$ cat config.mk
export PLATFORM = sky130hd
export DESIGN_NAME = prio_enc_scan
export DESIGN_NICKNAME = d
export VERILOG_FILES = /design/src/rtl/prio_enc_scan.sv
export SDC_FILE = /design/constraint.sdc
export NUM_CORES = 1
export LEC_CHECK = 0
export BUFFER_PORTS_ARGS = -buffer_cell sky130_fd_sc_hd__buf_4
export CORE_MARGIN = 1.5
export CORE_UTILIZATION = 32
export DETAILED_ROUTE_END_ITERATION = 12
export SLEW_MARGIN = 30
export SYNTH_ARGS = -nofsm -noshare
export SYNTH_HDL_FRONTEND = slang
export SYNTH_SLANG_ARGS = --single-unit
$ cat constraint.sdc
create_clock -name clk -period 5.6 [get_ports clk]
set_input_delay 0 -clock clk [delete_from_list [all_inputs] [get_ports clk]]
set_output_delay 0 -clock clk [all_outputs]
set_load 0.01 [all_outputs]
$ cat src/rtl/prio_enc_scan.sv
// Registered priority encoder: captures a request vector and emits the highest
// set index (mode 0) or every set index in descending order (mode 1).
module prio_enc_scan #(
  parameter  int unsigned WIDTH = 16,
  localparam int unsigned IDX_W = $clog2(WIDTH)
) (
  input  logic             clk,
  input  logic             rst,
  input  logic             in_valid,
  output logic             in_ready,
  input  logic [WIDTH-1:0] in_vec,
  input  logic             in_mode,
  output logic             out_valid,
  input  logic             out_ready,
  output logic [IDX_W-1:0] out_idx,
  output logic             out_last,
  output logic             out_none,
  output logic             busy
);

  typedef enum logic {IDLE, EMIT} state_e;

  state_e           state_q, state_d;
  logic [WIDTH-1:0] pend_q, pend_d;
  logic             mode_q, mode_d;
  logic [IDX_W-1:0] idx_q, idx_d;
  logic             last_q, last_d;
  logic             none_q, none_d;
  logic             rdy_q, rdy_d;
  logic             vld_q, vld_d;
  logic             busy_q, busy_d;

  // Highest set bit; scanning upward lets the top bit win.
  function automatic logic [IDX_W-1:0] top_idx(input logic [WIDTH-1:0] v);
    top_idx = '0;
    for (int unsigned i = 0; i < WIDTH; i++) begin
      if (v[i]) top_idx = IDX_W'(i);
    end
  endfunction

  function automatic logic at_most_one(input logic [WIDTH-1:0] v);
    at_most_one = ((v & (v - WIDTH'(1))) == '0);
  endfunction

  always_ff @(posedge clk or posedge rst) begin
    if (rst) begin
      state_q <= IDLE;
      pend_q  <= '0;
      mode_q  <= 1'b0;
      idx_q   <= '0;
      last_q  <= 1'b0;
      none_q  <= 1'b0;
      rdy_q   <= 1'b1;
      vld_q   <= 1'b0;
      busy_q  <= 1'b0;
    end else begin
      state_q <= state_d;
      pend_q  <= pend_d;
      mode_q  <= mode_d;
      idx_q   <= idx_d;
      last_q  <= last_d;
      none_q  <= none_d;
      rdy_q   <= rdy_d;
      vld_q   <= vld_d;
      busy_q  <= busy_d;
    end
  end

  // Next beat is precomputed so every output comes straight from a flop.
  always_comb begin
    state_d = state_q;
    pend_d  = pend_q;
    mode_d  = mode_q;
    idx_d   = idx_q;
    last_d  = last_q;
    none_d  = none_q;
    rdy_d   = rdy_q;
    vld_d   = vld_q;
    busy_d  = busy_q;
    case (state_q)
      IDLE: begin
        if (in_valid) begin
          state_d = EMIT;
          pend_d  = in_vec;
          mode_d  = in_mode;
          idx_d   = top_idx(in_vec);
          none_d  = (in_vec == '0);
          last_d  = !in_mode || at_most_one(in_vec);
          rdy_d   = 1'b0;
          vld_d   = 1'b1;
          busy_d  = 1'b1;
        end
      end
      EMIT: begin
        if (out_ready) begin
          if (last_q) begin
            state_d = IDLE;
            pend_d  = '0;
            mode_d  = 1'b0;
            idx_d   = '0;
            last_d  = 1'b0;
            none_d  = 1'b0;
            rdy_d   = 1'b1;
            vld_d   = 1'b0;
            busy_d  = 1'b0;
          end else begin
            pend_d = pend_q & ~(WIDTH'(1) << idx_q);
            idx_d  = top_idx(pend_d);
            last_d = !mode_q || at_most_one(pend_d);
          end
        end
      end
      default: begin
        state_d = IDLE;
      end
    endcase
  end

  assign in_ready  = rdy_q;
  assign out_valid = vld_q;
  assign out_idx   = idx_q;
  assign out_last  = last_q;
  assign out_none  = none_q;
  assign busy      = busy_q;

endmodule

==> results of run 1 <==
how the worst max path moves through the flow:
| stage | from | end | cells after the start |
|---|---|---|---|
| final | state_q$_DFF_PP0_ | out_last$_DFFE_PP0P_ | 6 |
| after global routing | state_q$_DFF_PP0_ | out_last$_DFFE_PP0P_ | 6 |
| after CTS | state_q$_DFF_PP0_ | out_last$_DFFE_PP0P_ | 6 |
| after detailed placement | state_q$_DFF_PP0_ | out_last$_DFFE_PP0P_ | 6 |
| after global placement | out_idx[1]$_DFFE_PP0P_ | out_last$_DFFE_PP0P_ | 6 |
| after floorplan | out_idx[2]$_DFFE_PP0P_ | out_last$_DFFE_PP0P_ | 7 |
logic make-up after synthesis:
| group | after synthesis | share of synthesized area, % |
|---|---|---|
| AO/OA/AOI/OAI | 116 | 38.54 |
| AND/OR/NAND/NOR | 94 | 22.63 |
| flip-flops | 26 | 31.27 |
| buffers and inverters | 22 | 4.982 |
| multiplexers | 4 | 2.101 |
| adder cells (fa/ha/maj) | 1 | 0.4802 |
layer usage:
| metal | share of wire (%) | GRT usage, % | vias up |
|---|---|---|---|
| li1 | - | - | 1053 |
| met4 | 1.7 | 4.918 | 0 |
| met2 | 44 | 26.54 | 74 |
| met1 | 48 | 27.85 | 1030 |
| met3 | 6.0 | 2.572 | 8 |
| met5 | 0 | 0 | - |
flip-flops by register name (all words and copies together), names as in the netlist:
name	flops
in_ready	1
out_idx	4
mode_q	1
out_last	1
busy	1
state_q	1
out_none	1
pend_q	16
metrics by stage:
step | worst slack (ns) | power, mW | hold slack [ns]
floorplan | 3.658 | 0.9927 | 0.03928
global placement | 3.350 | 1.208 | 0.2395
detailed placement | 3.303 | 1.200 | 0.09864
CTS | 3.300 | 1.332 | 0.006222
global route | 3.048 | 1.451 | 0.003502
finish | 3.286 | 1.343 | 0.005396
layout make-up:
class                      instances  area, um^2
multi-input combinational        215        1331
inverter                          10       37.54
sequential                        26       651.9
tap                               77       96.34
fill                             672        3834
timing repair buffer              38       307.8
clock buffer                       4       55.05
cell usage in the layout, fill, tap and decap left out, types with 2 or more instances in the layout:
master and count:
nand2b_1 5, dlygate4sd3_1 9, o32ai_1 2, o32a_2 2
a21o_1 2, o21ai_1 4, o2111ai_1 2, nor4_1 2
nor3_1 7, nor2_1 19, o311ai_1 2, o22ai_1 5
nor2b_1 5, o31ai_1 2, a21oi_1 20, o32a_1 2
a211oi_1 4, nand3_1 6, nand2_1 34, or2_1 2
dfrtp_1 25, a21oi_2 2, mux2_2 3, a32oi_1 2
clkbuf_8 4, buf_4 29, o21ai_0 28, o211ai_1 4
o21a_1 8, inv_1 9, a22o_1 12
critical path, stage by stage, from the launching register on:
cell and delay, ns:
dfrtp_1 0.52, nand2b_1 0.30, nand2_1 0.61, nand3_1 0.14
a311oi_1 0.27, o21ai_0 0.12, o311ai_1 0.26
report_power, final:
part / internal [mW] / switching (mW) / total (mW)
clock network: 0.0630 / 0.0612 / 0.124
logic: 0.352 / 0.433 / 0.785
registers: 0.271 / 0.162 / 0.434
total: 0.686 / 0.657 / 1.34
==> out/metrics.csv, run 1 <==
stage,metric,value,unit
clocking,cts_resized,0,
floorplanning,initial_core_util,33.02,%
global_route,grt_pass1_wl,10200,um
yosys,synth-main-ff-cell,dfrtp_1,
clocking,cts_buffers,3,
floorplanning,rows,29,
yosys,synth-seq-cells,26,
layout,antenna-diode-count,0,
clocking,path_clk_slew,0.09,ns
sta,max_slew.worst_pin.slew,0.9528,ns
yosys,ys_warn_count,0,
floorplanning,fp.dieH,83.71,um
worst_setup_path,start_kind,flip-flop,
yosys,synthArstFlopShare,100.0,%
floorplanning,die_w,83.71,um
clocking,cts_root_buffer,clkbuf_8,
sta,drv_slew,0,
sta,rsz0062_at_grt,false,
routing,route.vias.total,2165,
worst_hold_path,hold_end,pend_q[10]$_DFFE_PP0P_,
place,dpl_cell_area,2335,um^2
layout,layout-drive-gt1-share,17.75,%
floorplanning,fp.coreArea,6314,um^2
worst_setup_path,r2r-start,state_q$_DFF_PP0_,
clocking,cts_buffer_depth,2,
layout,nets,315,
yosys,synth_area_per_cell,7.926,um^2
worst_setup_path,r2r_end,out_last$_DFFE_PP0P_,
yosys,synthTopCellsByCount,"34 x nand2_1, 28 x o21ai_0, 25 x dfrtp_1",
sta,final-setup-viol-count,0,
layout,post-route-util,39.28,%
worst_setup_path,r2r_cells,6,
yosys,seq_area_frac_synth,31.27,%
routing,drc,0,
yosys,synth_top_area_share,30.01,%
power,p_leak,0.9947,nW
status,status,completed,
worst_setup_path,arrival,2.49,ns
yosys,yosysMostFrequentCell,nand2_1,
global_route,antenna_found_initial,0,
yosys,synth_area,2084,um^2
floorplanning,die_area,7007,um^2
sta,max_slew_margin,36.35,%
worst_setup_path,crit_path_max_fanout,25,
worst_setup_path,worstPathRequired,5.78,ns
routing,routed_wl,6263,um
layout,design_area,2480,um^2
clocking,postCtsHoldBufs,9,
sta,setup_tns,0,ns
global_route,overflow,0,
place,place_congestion,0.9157,
yosys,synth-edff-count,0,
routing,ant_nets,0,
worst_setup_path,ff2ff_setup_slack,3.29,ns
clocking,post_cts_buffers,0,
yosys,synth_area_leader_cell,dfrtp_1,
yosys,synth_area_leaders,"dfrtp_1 30%, o21ai_0 6.7%, nand2_1 6.1%",
clocking,cts_tree,yes,
yosys,syn_nets,284,
floorplanning,num_io_pins,30,
routing,drtIter0Drc,208,
routing,wl_per_cell,16.93,um
yosys,synthCells,263,
sta,hold_viol_final,0,
worst_hold_path,hold_start,in_vec[10],
place,io_buffer_count,29,
run,drv_cap,0,
sta,period_share,41.33,%
routing,viasPerCell,5.851,
power,ir_drop,0.1674,mV
sta,post-route-min-period,2.314,ns
worst_hold_path,holdPathStages,2,
layout,syn_to_final_growth,18.97,%
clocking,h-tree-depth,1,
place,dp_cells,357,
yosys,ys_types,62,
clocking,insertion_delay,0.28,ns
layout,instances_no_fill,370,
global_route,grt_pass1_vias,1921,
worst_setup_path,endpoint_kind,flip-flop,
clocking,cts.sinks,26,
sta,fin_skew,0.005709,ns
sta,fmax,432.1,MHz
global_route,grt_max_degree,27,
power,p_per_area,541.4,nW/um^2
routing,drt_pre_antenna_iters,5,
worst_setup_path,crit_type,reg2reg,
place,hpwl,4689,um
worst_hold_path,hold_path.class,in2reg,
global_route,grt.total_usage,18.18,%
No activity file was read; power rests on OpenSTA's default activity.
==> run 2: changes to the inputs <==
- clock period: 5.6 -> 2.1 ns (I/O delays scaled with it)
==> run 2 against run 1 <==
Compared with the run above:
- sequential share of layout area fell by 2.3 points
- cell count rose by 6.2%
- sequential power rose by 150%
- global-route usage rose by 0.083 points
- core utilization rose by 4.0 points
- cell area rose by 10%
- combinational power rose to 3.2 times the previous value
- worst setup slack got worse by 3.2 ns
- largest cell class unchanged
- highest routed layer unchanged
==> out/metrics.csv, run 2 (same netlist as run 1, synthesis figures left out) <==
stage,metric,value,unit
layout,multi_input_area,1379,um^2
layout,final_cell_mix,"47 x buf_4, 33 x nand2_1, 28 x o21ai_0",
global_route,antenna_found_initial,0,
layout,layout_commonest_cell,buf_4,
sta,post-route-min-period,1.996,ns
layout,post-route-util,43.32,%
routing,drc,0,
clocking,insertion_delay,0.29,ns
sta,drv_slew,0,
routing,viasPerCell,5.779,
power,p_per_area,1478,nW/um^2
clocking,h-tree-depth,1,
global_route,grt.total_usage,18.27,%
sta,max_slew.worst_pin.slew,0.4762,ns
layout,fill_cells,616,
worst_setup_path,crit_path_max_fanout,8,
routing,drt_pre_antenna_iters,5,
routing,drtIter0Drc,224,
routing,ant_nets,0,
clocking,cts_tree,yes,
routing,routed_wl,6388,um
layout,syn_to_final_growth,31.21,%
layout,regMostFlops,pend_q,
floorplanning,num_io_pins,30,
clocking,cts_buffers,3,
sta,period_share,95.05,%
worst_setup_path,start_kind,flip-flop,
layout,layout-drive-gt1-share,25.95,%
floorplanning,die_area,7007,um^2
sta,fmax,501.0,MHz
sta,rsz0062_at_grt,false,
layout,nets,338,
global_route,grt_pass1_wl,10390,um
worst_hold_path,hold_path.class,in2reg,
routing,route.vias.total,2271,
global_route,overflow,0,
worst_setup_path,endpoint_kind,flip-flop,
worst_setup_path,worstPathRequired,2.29,ns
routing,wl_per_cell,16.25,um
floorplanning,fp.dieH,83.71,um
floorplanning,fp.coreArea,6314,um^2
sta,final-setup-viol-count,0,
sta,fin_skew,0.009677,ns
clocking,cts.sinks,26,
power,p_leak,1.133,nW
place,place_congestion,0.8875,
layout,largest_reg_flops,16,
power,ir_drop,0.5375,mV
clocking,path_clk_slew,0.10,ns
run,drv_cap,0,
place,io_buffer_count,29,
floorplanning,die_w,83.71,um
global_route,grt_max_degree,27,
floorplanning,initial_core_util,33.02,%
worst_setup_path,crit_type,reg2reg,
status,status,completed,
floorplanning,rows,29,
global_route,grt_pass1_vias,2081,
sta,max_slew_margin,68.19,%
sta,hold_viol_final,0,
place,hpwl,4832,um
clocking,cts_buffer_depth,2,
sta,setup_tns,0,ns
layout,antenna-diode-count,0,
layout,regArea,656.9,um^2
clocking,cts_root_buffer,clkbuf_8,
power,finalPower,4.044,mW
worst_setup_path,arrival,2.19,ns
-- run 2: cell types whose count changed in the layout (fill, tap and decap cells not counted), sizes merged --
cell	before	now
buf	29	48
bufinv	0	1
clkbuf	4	3
dlygate4sd3	9	13
-- run 2: stage by stage --
step | std cells | setup slack, ns | area (um^2) | hold slack [ns]
global route | 393 | 0.0002363 | 2735 | 0.01450
floorplan | 263 | 0.1576 | 2085 | 0.03928
detailed placement | 375 | 0.1089 | 2467 | 0.09183
finish | 393 | 0.1039 | 2735 | 0.0002547
global placement | 375 | 0.09470 | 2467 | 0.09413
CTS | 392 | 0.07673 | 2669 | 0.003015
-- run 2: layer usage --
| layer | vias to the layer above | track usage [%] | part of all wire, % |
|---|---|---|---|
| li1 | 1102 | - | - |
| met1 | 1059 | 26.74 | 47 |
| met2 | 101 | 28.15 | 45 |
| met3 | 9 | 1.682 | 5.7 |
| met4 | 0 | 6.259 | 1.4 |
| met5 | - | 0 | 0 |
-- run 2: cell type report --
class | count | area share, %
clock buffers | 3 | 1.510
well taps | 77 | 3.522
clock inverters | 1 | 1.098
flip-flops and latches | 26 | 24.02
inverters | 10 | 1.372
repair buffers | 61 | 18.07
multi-input cells | 215 | 50.41
-- run 2: path summary, 6_finish.rpt --
kind | start | endpoint | cells after the start | slack [ns]
worst min register to register | in_ready$_DFFE_PP1P_ | in_ready$_DFFE_PP1P_ | 2 | 0.47
min in group asynchronous | rst | pend_q[1]$_DFFE_PP0P_ | 4 | 0.31
worst max register to register | out_idx[2]$_DFFE_PP0P_ | out_last$_DFFE_PP0P_ | 5 | 0.10
worst max-delay path | out_idx[2]$_DFFE_PP0P_ | out_last$_DFFE_PP0P_ | 5 | 0.10
worst min-delay path | in_vec[9] | pend_q[9]$_DFFE_PP0P_ | 2 | 0.0003
max in group asynchronous | rst | in_ready$_DFFE_PP1P_ | 4 | 1.48
-- run 2: where the power goes --
| group | total [mW] | internal, mW | switching (mW) |
|---|---|---|---|
| clock network | 0.435 | 0.256 | 0.179 |
| logic | 2.53 | 1.18 | 1.35 |
| registers | 1.08 | 0.734 | 0.350 |
-- run 2: critical path, cell delays in order, from the launching register on --
cell and delay (ns):
dfrtp_2 0.47, or2_2 0.35, o32a_1 0.44, nor3_2 0.23, a32oi_1 0.13, o311ai_1 0.29
-- run 2: what timing repair did --
action	in CTS	in global routing
resized for setup	0	16
hold buffers	13	0
setup endpoints to repair	0	4
hold endpoints to repair	37	0
setup buffers	0	1
==> run 3: changes to the inputs <==
- CORE_ASPECT_RATIO: not set -> 0.7
==> run 3 against run 2 <==
Compared with the run above:
- flip-flop and latch count unchanged
- cell area decreased by 1.7%
- maximum frequency decreased by 1.2%
- critical path depth increased by 1
- highest routed layer unchanged
- power decreased by 1.9%
- count of clock-buffer cells in the layout increased by 1
- via count increased by 1.8%
==> out/metrics.csv, run 3 (same netlist as run 1, synthesis figures left out) <==
stage,metric,value,unit
place,dp_cells,377,
worst_setup_path,arrival,2.21,ns
sta,hold_viol_final,0,
global_route,grt_pass1_vias,2156,
clocking,cts_tree,yes,
place,hpwl,5390,um
worst_setup_path,endpoint_kind,flip-flop,
global_route,grt_pass1_wl,11390,um
global_route,grt.total_usage,20.73,%
sta,setup_tns,0,ns
floorplanning,num_io_pins,30,
sta,max_slew_margin,65.56,%
sta,fmax,495.2,MHz
clocking,h-tree-depth,1,
clocking,cts_root_buffer,clkbuf_8,
layout,final_cell_mix,"49 x buf_4, 34 x nand2_1, 28 x o21ai_0",
routing,wl_per_cell,17.98,um
clocking,insertion_delay,0.28,ns
routing,routed_wl,7083,um
worst_setup_path,start_kind,flip-flop,
routing,route.vias.total,2311,
layout,syn_to_final_growth,28.99,%
worst_hold_path,hold_path.class,in2reg,
global_route,grt_max_degree,27,
global_route,antenna_found_initial,0,
floorplanning,initial_core_util,33.37,%
place,io_buffer_count,29,
layout,post-route-util,43.05,%
routing,drtIter0Drc,169,
floorplanning,fp.dieH,70.53,um
worst_setup_path,crit_path_end,out_last$_DFFE_PP0P_,
floorplanning,rows,24,
worst_setup_path,crit_path_max_fanout,8,
clocking,cts_buffers,3,
status,status,completed,
layout,antenna-diode-count,0,
worst_setup_path,worstPathRequired,2.29,ns
routing,ant_nets,0,
layout,instances_no_fill,394,
layout,layout-drive-gt1-share,25.00,%
power,finalPower,3.967,mW
layout,regMostFlops,pend_q,
sta,drv_slew,0,
power,ir_drop,0.7250,mV
global_route,overflow,0,
worst_setup_path,r2r-start,out_idx[2]$_DFFE_PP0P_,
run,drv_cap,0,
routing,drc,0,
sta,max_slew.worst_pin.slew,0.5112,ns
clocking,cts_buffer_depth,2,
sta,post-route-min-period,2.020,ns
worst_setup_path,ff2ff_setup_slack,0.08,ns
floorplanning,die_w,99.47,um
layout,layout_commonest_cell,buf_4,
routing,drt_pre_antenna_iters,5,
place,place_congestion,0.9226,
layout,largest_reg_flops,16,
worst_setup_path,r2r_cells,6,
sta,fin_skew,0.004791,ns
worst_setup_path,crit_type,reg2reg,
power,p_per_area,1475,nW/um^2
worst_setup_path,r2r_end,out_last$_DFFE_PP0P_,
worst_setup_path,cp-startpoint,out_idx[2]$_DFFE_PP0P_,
sta,final-setup-viol-count,0,
floorplanning,die_area,7015,um^2
sta,period_share,96.17,%
power,p_leak,1.112,nW
clocking,path_clk_slew,0.09,ns
clocking,cts.sinks,26,
routing,viasPerCell,5.865,
floorplanning,fp.coreArea,6246,um^2
layout,nets,338,
[run 3: what timing repair did]
item | in CTS | in global routing
setup buffers | 0 | 1
resized for setup | 0 | 12
hold buffers | 12 | 0
hold endpoints to repair | 36 | 0
setup endpoints to repair | 0 | 3
[run 3: area by class of cell]
type / count / area [um^2]
clock buffers: 4 / 55.05
multi-input cells: 215 / 1354
well taps: 78 / 97.59
inverters: 10 / 37.54
flip-flops and latches: 26 / 656.9
fillers: 651 / 3557
repair buffers: 61 / 488.0
[run 3: per-layer routing]
metal,part of all wire (%),GRT usage [%],vias up
li1,-,-,1097
met1,51,32.31,1123
met2,42,30.59,87
met3,6.1,3.504,4
met4,0.34,2.660,0
met5,0,0,-
[run 3: report_power, final]
group	switching [mW]	internal (mW)	leakage [nW]
sequential	0.352	0.734	0.318
combinational	1.39	1.15	0.766
clock	0.171	0.168	0.0288
[run 3: metrics by stage]
step	hold WS [ns]	setup slack [ns]	instance area, um^2
2_1_floorplan	0.03928	0.1576	2085
3_3_place_gp	0.09096	0.1019	2476
3_5_place_dp	0.09713	0.03548	2476
4_1_cts	0.004536	0.02077	2651
5_1_grt	0.01622	-0.009107	2689
6_report	0.01218	0.08050	2689
[run 3: worst min path at each step]
stage                from                     end  slack, ns  depth (start not counted)
4_1_cts        in_vec[10]  pend_q[10]$_DFFE_PP0P_      0.005                          2
6_report       in_vec[10]  pend_q[10]$_DFFE_PP0P_       0.01                          2
3_5_place_dp          rst       state_q$_DFF_PP0_        0.1                          3
3_3_place_gp          rst        busy$_DFFE_PP0P_       0.09                          3
2_1_floorplan         rst        busy$_DFFE_PP0P_       0.04                          1
5_1_grt         in_vec[8]   pend_q[8]$_DFFE_PP0P_       0.02                          2
[run 3: worst max-delay path: stages (launching register included)]
cell and delay, ns:
dfrtp_2 0.47, nand2b_2 0.25, or3_4 0.38, o22ai_4 0.20, nor3b_4 0.26, a21boi_1 0.09
o311ai_1 0.27
